===== config.mk =====
export PLATFORM = sky130hd
export DESIGN_NAME = robot_controller_flat
export DESIGN_NICKNAME = d
export VERILOG_FILES = /design/src/rtl/robot_pkg.sv /design/src/rtl/robot_if.sv /design/src/rtl/robot_nav_step.sv /design/src/rtl/robot_controller.sv /design/src/flat_wrapper.sv
export SDC_FILE = /design/constraint.sdc
export NUM_CORES = 1
export LEC_CHECK = 0
export CORE_MARGIN = 2
export CORE_UTILIZATION = 45
export DETAILED_ROUTE_END_ITERATION = 10
export PLACE_DENSITY_LB_ADDON = 0.3
export SLEW_MARGIN = 20
export SYNTH_ARGS = -nofsm -noshare
export SYNTH_HDL_FRONTEND = slang
export SYNTH_HIERARCHICAL = 1
export SYNTH_SLANG_ARGS = --single-unit

===== constraint.sdc =====
create_clock -name clock -period 2.75 [get_ports clock]
set_clock_uncertainty 0.15 [all_clocks]
set_input_delay 0.275 -clock clock [delete_from_list [all_inputs] [get_ports clock]]
set_output_delay 0.275 -clock clock [all_outputs]
set_load 0.005 [all_outputs]

===== src/rtl/robot_pkg.sv =====
// Shared types and helpers for the pipe-cleaning robot core.
// Heading codes, controller states, and the left/right turn maps.
// No logic of its own; imported by the controller, interface users and the nav step.
package robot_pkg;

    localparam int POS_W = 6;
    localparam int CNT_W = 4;

    typedef enum logic [1:0] {
        NORTH = 2'b00,
        SOUTH = 2'b01,
        EAST  = 2'b10,
        WEST  = 2'b11
    } orient_t;

    typedef enum logic [1:0] {
        SEARCH = 2'b00,
        FWD    = 2'b01,
        CLEAN  = 2'b10,
        STUCK  = 2'b11
    } state_t;

    // N->W, W->S, S->E, E->N
    function automatic orient_t turn_left(input orient_t o);
        case (o)
            NORTH:   return WEST;
            WEST:    return SOUTH;
            SOUTH:   return EAST;
            default: return NORTH;
        endcase
    endfunction

    // Inverse of turn_left: N->E, E->S, S->W, W->N
    function automatic orient_t turn_right(input orient_t o);
        case (o)
            NORTH:   return EAST;
            EAST:    return SOUTH;
            SOUTH:   return WEST;
            default: return NORTH;
        endcase
    endfunction

endpackage


===== src/rtl/robot_if.sv =====
// World <-> robot signal bundle: sensor bits and step tick in, pose and status out.
// Pure wiring, no latency.
// No backpressure: the world issues step ticks, the robot acknowledges each one.
interface robot_if;
    logic       step_en;
    logic       head;
    logic       left;
    logic       under;
    logic [5:0] robot_row;
    logic [5:0] robot_column;
    logic [1:0] robot_orientation;
    logic       cleaning;
    logic       clean_done;
    logic       stuck;
    logic       step_ack;

    // World / testbench side
    modport master (
        output step_en, head, left, under,
        input  robot_row, robot_column, robot_orientation,
        input  cleaning, clean_done, stuck, step_ack
    );

    // Robot controller side
    modport slave (
        input  step_en, head, left, under,
        output robot_row, robot_column, robot_orientation,
        output cleaning, clean_done, stuck, step_ack
    );
endinterface


===== src/rtl/robot_nav_step.sv =====
// Forward-move calculator: next cell for the current heading and whether it is blocked.
// Purely combinational.
// Map edges are reported as blocked so the position can never leave 1..ROWS / 1..COLS.
module robot_nav_step
    import robot_pkg::*;
#(
    parameter int ROWS = 10,
    parameter int COLS = 20
) (
    input  logic [POS_W-1:0] row,
    input  logic [POS_W-1:0] col,
    input  orient_t          orient,
    input  logic             head,
    output logic [POS_W-1:0] next_row,
    output logic [POS_W-1:0] next_col,
    output logic             blocked
);

    logic edge_hit;

    // Step one cell along the heading unless that would cross a map edge
    always_comb begin
        next_row = row;
        next_col = col;
        edge_hit = 1'b0;
        case (orient)
            NORTH:   if (row <= POS_W'(1))    edge_hit = 1'b1; else next_row = row - POS_W'(1);
            SOUTH:   if (row >= POS_W'(ROWS)) edge_hit = 1'b1; else next_row = row + POS_W'(1);
            EAST:    if (col >= POS_W'(COLS)) edge_hit = 1'b1; else next_col = col + POS_W'(1);
            default: if (col <= POS_W'(1))    edge_hit = 1'b1; else next_col = col - POS_W'(1);
        endcase
    end

    assign blocked = head | edge_hit;

endmodule


===== src/rtl/robot_controller.sv =====
// Left-wall-following robot core; one action per step tick, pauses to clean garbage.
// All outputs registered: effects and step_ack appear the cycle after the sampling edge.
// No backpressure; step ticks are ignored only once stuck (ROBOT_STUCK_DETECT_EN builds only).
module robot_controller
    import robot_pkg::*;
#(
    parameter int          ROWS        = 10,
    parameter int          COLS        = 20,
    parameter int          INIT_ROW    = 1,
    parameter int          INIT_COL    = 1,
    parameter logic [1:0]  INIT_ORIENT = 2'b10,
    parameter int          CLEAN_STEPS = 3
) (
    input  logic  clock,
    input  logic  reset,
    robot_if.slave bus
);

    logic [POS_W-1:0] row_q, col_q;
    orient_t          orient_q;
    state_t           state_q;
    logic [CNT_W-1:0] clean_cnt_q;
    logic             cleaning_q, clean_done_q, step_ack_q;
    logic [POS_W-1:0] nxt_row, nxt_col;
    logic             blocked;

`ifdef ROBOT_STUCK_DETECT_EN
    logic [2:0] turn_cnt_q;
    logic       stuck_q;
`endif

    robot_nav_step #(
        .ROWS (ROWS),
        .COLS (COLS)
    ) u_nav (
        .row      (row_q),
        .col      (col_q),
        .orient   (orient_q),
        .head     (bus.head),
        .next_row (nxt_row),
        .next_col (nxt_col),
        .blocked  (blocked)
    );

    // Wall-following FSM: every accepted step tick performs exactly one action
    always_ff @(posedge clock or posedge reset) begin
        if (reset) begin
            row_q        <= POS_W'(INIT_ROW);
            col_q        <= POS_W'(INIT_COL);
            orient_q     <= orient_t'(INIT_ORIENT);
            state_q      <= SEARCH;
            clean_cnt_q  <= '0;
            cleaning_q   <= 1'b0;
            clean_done_q <= 1'b0;
            step_ack_q   <= 1'b0;
`ifdef ROBOT_STUCK_DETECT_EN
            turn_cnt_q   <= '0;
            stuck_q      <= 1'b0;
`endif
        end else begin
            step_ack_q   <= 1'b0;
            clean_done_q <= 1'b0;
            if (bus.step_en && state_q != STUCK) begin
                step_ack_q <= 1'b1;
                case (state_q)
                    SEARCH: begin
                        if (bus.under) begin
                            state_q     <= CLEAN;
                            clean_cnt_q <= CNT_W'(CLEAN_STEPS - 1);
                            cleaning_q  <= 1'b1;
                        end else if (!bus.left) begin
                            orient_q <= turn_left(orient_q);
                            state_q  <= FWD;
`ifdef ROBOT_STUCK_DETECT_EN
                            turn_cnt_q <= '0;
`endif
                        end else if (!blocked) begin
                            row_q <= nxt_row;
                            col_q <= nxt_col;
`ifdef ROBOT_STUCK_DETECT_EN
                            turn_cnt_q <= '0;
`endif
                        end else begin
                            orient_q <= turn_right(orient_q);
`ifdef ROBOT_STUCK_DETECT_EN
                            // Fourth consecutive right turn: a full spin means boxed in
                            turn_cnt_q <= turn_cnt_q + 3'd1;
                            if (turn_cnt_q == 3'd3) begin
                                state_q <= STUCK;
                                stuck_q <= 1'b1;
                            end
`endif
                        end
                    end
                    FWD: begin
                        if (bus.under) begin
                            state_q     <= CLEAN;
                            clean_cnt_q <= CNT_W'(CLEAN_STEPS - 1);
                            cleaning_q  <= 1'b1;
                        end else if (!blocked) begin
                            row_q   <= nxt_row;
                            col_q   <= nxt_col;
                            state_q <= SEARCH;
`ifdef ROBOT_STUCK_DETECT_EN
                            turn_cnt_q <= '0;
`endif
                        end else begin
                            orient_q <= turn_right(orient_q);
                            state_q  <= SEARCH;
                        end
                    end
                    CLEAN: begin
                        if (clean_cnt_q != '0) begin
                            clean_cnt_q <= clean_cnt_q - CNT_W'(1);
                        end else begin
                            cleaning_q   <= 1'b0;
                            clean_done_q <= 1'b1;
                            state_q      <= SEARCH;
                        end
                    end
                    default: ;
                endcase
            end
        end
    end

    assign bus.robot_row         = row_q;
    assign bus.robot_column      = col_q;
    assign bus.robot_orientation = orient_q;
    assign bus.cleaning          = cleaning_q;
    assign bus.clean_done        = clean_done_q;
    assign bus.step_ack          = step_ack_q;
`ifdef ROBOT_STUCK_DETECT_EN
    assign bus.stuck             = stuck_q;
`else
    assign bus.stuck             = 1'b0;
`endif

endmodule


===== src/flat_wrapper.sv =====
// flat-port wrapper written by rule: the top's interface ports become plain ports
module robot_controller_flat import robot_pkg::*;
#(
    parameter int          ROWS        = 10,
    parameter int          COLS        = 20,
    parameter int          INIT_ROW    = 1,
    parameter int          INIT_COL    = 1,
    parameter logic [1:0]  INIT_ORIENT = 2'b10,
    parameter int          CLEAN_STEPS = 3
)
  (clock, reset, bus_step_en, bus_head, bus_left, bus_under, bus_robot_row, bus_robot_column, bus_robot_orientation, bus_cleaning, bus_clean_done, bus_stuck, bus_step_ack);
  robot_if bus_i ();
  input  logic clock;
  input  logic reset;
  input wire logic [$bits(bus_i.step_en)-1:0] bus_step_en;
  input wire logic [$bits(bus_i.head)-1:0] bus_head;
  input wire logic [$bits(bus_i.left)-1:0] bus_left;
  input wire logic [$bits(bus_i.under)-1:0] bus_under;
  output wire logic [$bits(bus_i.robot_row)-1:0] bus_robot_row;
  output wire logic [$bits(bus_i.robot_column)-1:0] bus_robot_column;
  output wire logic [$bits(bus_i.robot_orientation)-1:0] bus_robot_orientation;
  output wire logic [$bits(bus_i.cleaning)-1:0] bus_cleaning;
  output wire logic [$bits(bus_i.clean_done)-1:0] bus_clean_done;
  output wire logic [$bits(bus_i.stuck)-1:0] bus_stuck;
  output wire logic [$bits(bus_i.step_ack)-1:0] bus_step_ack;
  assign bus_i.step_en = bus_step_en;
  assign bus_i.head = bus_head;
  assign bus_i.left = bus_left;
  assign bus_i.under = bus_under;
  assign bus_robot_row = bus_i.robot_row;
  assign bus_robot_column = bus_i.robot_column;
  assign bus_robot_orientation = bus_i.robot_orientation;
  assign bus_cleaning = bus_i.cleaning;
  assign bus_clean_done = bus_i.clean_done;
  assign bus_stuck = bus_i.stuck;
  assign bus_step_ack = bus_i.step_ack;
  robot_controller #(.ROWS(ROWS), .COLS(COLS), .INIT_ROW(INIT_ROW), .INIT_COL(INIT_COL), .INIT_ORIENT(INIT_ORIENT), .CLEAN_STEPS(CLEAN_STEPS)) u_core (.clock(clock), .reset(reset), .bus(bus_i));
endmodule

Yosys cells after proc, flatten, opt, wreduce, memory -nomap -nowiden --
Cells that the tools add are included. Widths: inputs -> output; s select.
Storage, ports and cells: input bits 6, register bits 23, memory bits (writable) 0, word-level logic and storage cells 88, bits in read-only memories 0, memories 0, latch bits 0
Cells by class: divide/modulo/power cells 0, $lt $le $gt $ge 4, shift operators 0, multipliers 0, bitwise logic cells 1, add/sub/neg operators 5, muxes and demuxes 43, reduce and logical (&&, ||, !) cells 14, eq/ne operators 13
Operators by type and width (count):
- $mux 6 | 12
- $pmux 6 s2 | 4
- $pmux 2 s3 | 3
- $mux 2 | 8
- $reduce_and 4->1 | 4
- $add 6x1->6 const B | 2
- $le 6x1->1 const B | 2
- $sub 6x1->6 const B | 2
- $mux 1 | 10
- $ne 2x2->1 const B | 5
- $mux 4 | 2
- $pmux 4 s2 | 1
- $eq 2x2->1 const B | 3
- $ge 6x4->1 const B | 1
- $ge 6x5->1 const B | 1
- $reduce_and 5->1 | 1
- $eq 2x1->1 const B | 2
- $logic_not 2->1 | 2
- $ne 2x1->1 const B | 2
- $pmux 2 s2 | 1
- $reduce_bool 2->1 | 2
- $reduce_bool 4->1 | 1
- $reduce_or 2->1 | 2
- $sub 4x1->4 const B | 1
- 6 further kinds | 6

Longest topological paths before layout --
word-level depth 8, gate-level depth with buffers 9, depth with buffers taken out 9

Modules after synthesis --
The synthesis kept the hierarchy.
Modules (own cells, without submodules):
- robot_controller | area an instance 1256.2 sq um, cells each 101, sequential area each 579.3 sq um, times used 1
- robot_nav_step | area an instance 635.6 sq um, cells each 97, sequential area each 0.0 sq um, times used 1

Least setup slack after synthesis --
No wires, ideal clock.
kind register to register, start reg u_core.col_q[0], in the netlist u_core/bus.robot_column[0], end reg u_core.row_q[3], in the netlist u_core/bus.robot_row[3], library setup time 128 ps, setup slack 16 ps, data arrival time 2457 ps, clock period less this slack 2734 ps, cell stages (with the launch flop) 10, buffers on the path 1, cells stage by stage dfstp_2 inv_1 ha_1 or2_2 a31o_2 nand2_1 o21bai_1 a2111oi_4 buf_6 mux2_1
Between the ends: cells in the longest elaborated chain, start to end 8
Ends and longest elaborated chain:
- from (decl) | line robot_controller.sv:19 | logic [POS_W-1:0] row_q, col_q;
- from (signal assigned) | line robot_controller.sv:49 | col_q <= POS_W'(INIT_COL);
- from (signal assigned) | line robot_controller.sv:79 | col_q <= nxt_col;
- from (signal assigned) | line robot_controller.sv:102 | col_q <= nxt_col;
- $le 6x1->1 or $ge 6x5->1 (tied branches) | line robot_nav_step.sv:30, robot_nav_step.sv:29
- $mux 1, on equally long branches | line robot_nav_step.sv:30, robot_nav_step.sv:29
- $pmux 1 s3 (*) | line robot_nav_step.sv:26 | case (orient)
- $or 1x1->1 (*) | line robot_nav_step.sv:34 | assign blocked = head | edge_hit;
- named net u_core.blocked | line robot_controller.sv:25 | logic blocked;
- $mux 6 (*)
- $mux 6 (2 in a row)
- $pmux 6 s2 (*)
- to (signal assigned) | line robot_controller.sv:48 | row_q <= POS_W'(INIT_ROW);
- to (signal assigned) | line robot_controller.sv:78 | row_q <= nxt_row;
- to (signal assigned) | line robot_controller.sv:101 | row_q <= nxt_row;
- to (decl) | line robot_controller.sv:19
The timed path passes the listed nets; every way through them passes the cells marked *. The select of a mux whose other input is x is not followed. A chain may end at the register's enable or synchronous reset.

Final worst setup path --
start reg u_core.col_q[0], in the netlist u_core/bus.robot_column[0], end reg u_core.row_q[2], in the netlist u_core/bus.robot_row[2]
Same word-level chain as after synthesis.

==> metrics.csv <==
metric,value,unit
dp.cells,272,
grt_start_max_net_pins,24,
p_int,1.157,mW
place_area,2201,µm²
postRouteAntennaNets,0,
finalCritPeriodShare,95.71,%
cp_cell_sequence,inv_1 -> ha_1 -> or2_2 -> a31o_2 -> nand2_1 -> o21bai_1 -> a2111oi_4 -> buf_6 -> mux2_1,
cp.arrival,2.62,ns
num_vias,1578,
path_delay_family,compound AO/OA/AOI/OAI gates,
synthArstFlopShare,100.0,%
drt_iter0_drc,102,
crit_type,flop to flop,
clock_latency,0.25,ns
clkPwrFrac,9.8,%
busiest_layer,met1,
overflow,0,
yosysSeqAreaShare,30.62,%
core_area,4029,µm²
netlist_instances,198,
wire_per_inst,13.37,µm
tritoncts,yes,
area_growth,18.98,%
final_util,55.87,%
die_w,68.84,µm
power_density,902.0,nW/µm²
synth_top_area_cell,dfrtp_1,
synthTopCellsByArea,"dfrtp_1, ha_1, mux2_1",
p_sw,0.8735,mW
p_sw_share,43.02,%
drv_cap,0,
fin_area,2251,µm²
hold_slack,0.3384,ns
grt_pass1_vias,1309,
critical_path_peak_fanout,12,
grt_pass1_wl,6.168,mm
path_clk_slew,0.08,ns
start_kind,flop,
ys.flop_type,dfrtp_1,
syn_avg_cell_area,9.555,µm²
gp_congestion,0.8426,
synth.net_count,222,
fp.dieArea,4739,µm²
cp.buffers_inverters,2,
synth-seq-cells,23,
p_seq_share,28.4,%
initial_utilization,46.96,%
io_pins,24,
numCtsBuffers,3,
setup_violations,0,
n_antenna_cell,0,
final_hold_viol_count,0,
gr-usage-met1,27.03,%
io_buffers,22,
met3_usage,1.948,%
worst_pin_slew,0.8511,ns
cts_buffer_depth,2,
drive_gt1_share,14.16,%
slew_headroom,43.20,%
ir_drop,553.3,µV
hold_path_class,input port to async pin,
die_y,68.84,µm
num_rows,23,
synth.distinct_cells,57,
combinationalPowerShare,61.8,%
h-tree-depth,1,
layoutNonFillerInstCount,276,
place_hpwl,2.782,mm
antenna_found_initial,0,
drc,0,
wl,3.689,mm
holdBufCountCts,0,
ys_warn_count,6,
slowest_delay,0.53,ns
drv_slew,0,
status,"complete, no violations",
rsz0062_at_grt,no,
netlist_area,1892,µm²
leakagePower,1.018,nW
vias_per_cell,5.717,
fin_tns_setup,0,ns
crit_required,2.74,ns
groute.usage.overall,16.92,%
cts_root_buf,clkbuf_8,
yosysTopAreaCellShare,26.46,%
worstSetupEndpointType,flop,
cts_sinks,23,
globalRouteMet2Util,24.16,%
cp_slowest_cell,dfstp_2,
final_nets,251,
period_needed,2.632,ns
synth_edf_count,0,
cts_setup_buffers,0,
fmax,0.3799,GHz
drt_pass1_iterations,4,
## cell usage in the layout, fill, tap and decap left out, types with 3 or more instances in the layout
cell,synthesis,layout
o21ai_0,9,9
o211ai_1,4,4
clkbuf_8,0,3
o31ai_1,3,3
nor2b_1,3,3
mux2_1,11,11
a31oi_1,4,4
dfrtp_1,20,20
and3b_1,3,3
nand3_1,5,5
nor2_1,12,12
clkdlybuf4s50_1,0,22
nor4b_1,3,3
nand2_1,13,13
ha_1,18,18
dfstp_2,3,3
nor3_1,3,3
mux2i_1,3,3
mux2_2,3,3
nand2b_1,3,3
buf_4,1,9
o21a_1,3,3
o41ai_1,4,4
inv_1,20,20
## registers in the layout, summed over array words and instances (netlist names)
name                          flops
u_core/clean_cnt_q                4
u_core/bus.robot_row              6
u_core/bus.clean_done             1
u_core/bus.cleaning               1
u_core/bus.robot_orientation      2
u_core/bus.step_ack               1
u_core/bus.robot_column           6
u_core/state_q                    2
## timing repair
| item | CTS | global route |
|---|---|---|
| endpoints found under the setup margin | 0 | 9 |
| gates resized for setup | 0 | 1 |
| endpoints found under the hold margin | 0 | 0 |
## power groups by stage
stage | sequential [mW] | clock (mW) | combinational, mW
after global routing | 0.598 | 0.225 | 1.39
after detailed placement | 0.583 | 0 | 1.24
after floorplan | 0.574 | 0 | 0.860
final | 0.576 | 0.199 | 1.26
after global placement | 0.582 | 0 | 1.23
after CTS | 0.576 | 0.210 | 1.25
## cell usage after synthesis (4+ instances only)
cell / instances
a31oi_1: 4
buf_2: 5
dfrtp_1: 20
ha_1: 18
inv_1: 20
mux2_1: 11
nand2_1: 13
nand3_1: 5
nor2_1: 12
o211ai_1: 4
o21ai_0: 9
o41ai_1: 4
## routing by layer
layer | part of all wire (%) | wire length, µm
met5 | 0 | 0
met4 | 0.57 | 21
met3 | 4.2 | 155
met2 | 44 | 1618
met1 | 51 | 1894
## cell families (layout without fill, tap and decap cells)
group	count (synthesis)	after routing	synth area share [%]
AO/OA/AOI/OAI	48	48	21.10
AND/OR/NAND/NOR	60	60	17.99
flip-flops	23	23	30.62
other	1	1	0.1982
XOR/XNOR	2	2	0.9261
multiplexers	18	18	10.71
buffers and inverters	28	56	6.547
adder cells (fa/ha/maj)	18	18	11.90
## cell type report
class                   count  area, µm²
repair buffers             32      299.0
fillers                   366       1778
clock buffers               3      41.29
well taps                  50      62.56
multi-input cells         147       1189
inverters                  20      75.07
clock inverters             1      5.005
flip-flops and latches     23      579.3
## per-stage QoR
step	worst slack [ns]	power (mW)
floorplan	0.01596	1.435
global placement	0.1511	1.807
detailed placement	0.08702	1.822
CTS	0.07459	2.034
global route	0.02227	2.213
finish	0.1180	2.030
## worst paths after layout
kind / cells past startpoint / endpoint / slack (ns) / from
max in group asynchronous: 2 / u_core/bus.robot_column[5]$_DFFE_PP0P_ / 1.59 / reset
min reg2reg: 1 / u_core/clean_cnt_q[0]$_DFFE_PP0P_ / 0.37 / u_core/clean_cnt_q[0]$_DFFE_PP0P_
max reg2reg: 9 / u_core/bus.robot_row[2]$_DFFE_PP0P_ / 0.12 / u_core/bus.robot_column[0]$_DFFE_PP1P_
min in group clock: 1 / u_core/clean_cnt_q[0]$_DFFE_PP0P_ / 0.37 / u_core/clean_cnt_q[0]$_DFFE_PP0P_
max: 9 / u_core/bus.robot_row[2]$_DFFE_PP0P_ / 0.12 / u_core/bus.robot_column[0]$_DFFE_PP1P_
min: 2 / u_core/clean_cnt_q[0]$_DFFE_PP0P_ / 0.34 / reset
No activity file was read; power rests on OpenSTA's default activity.
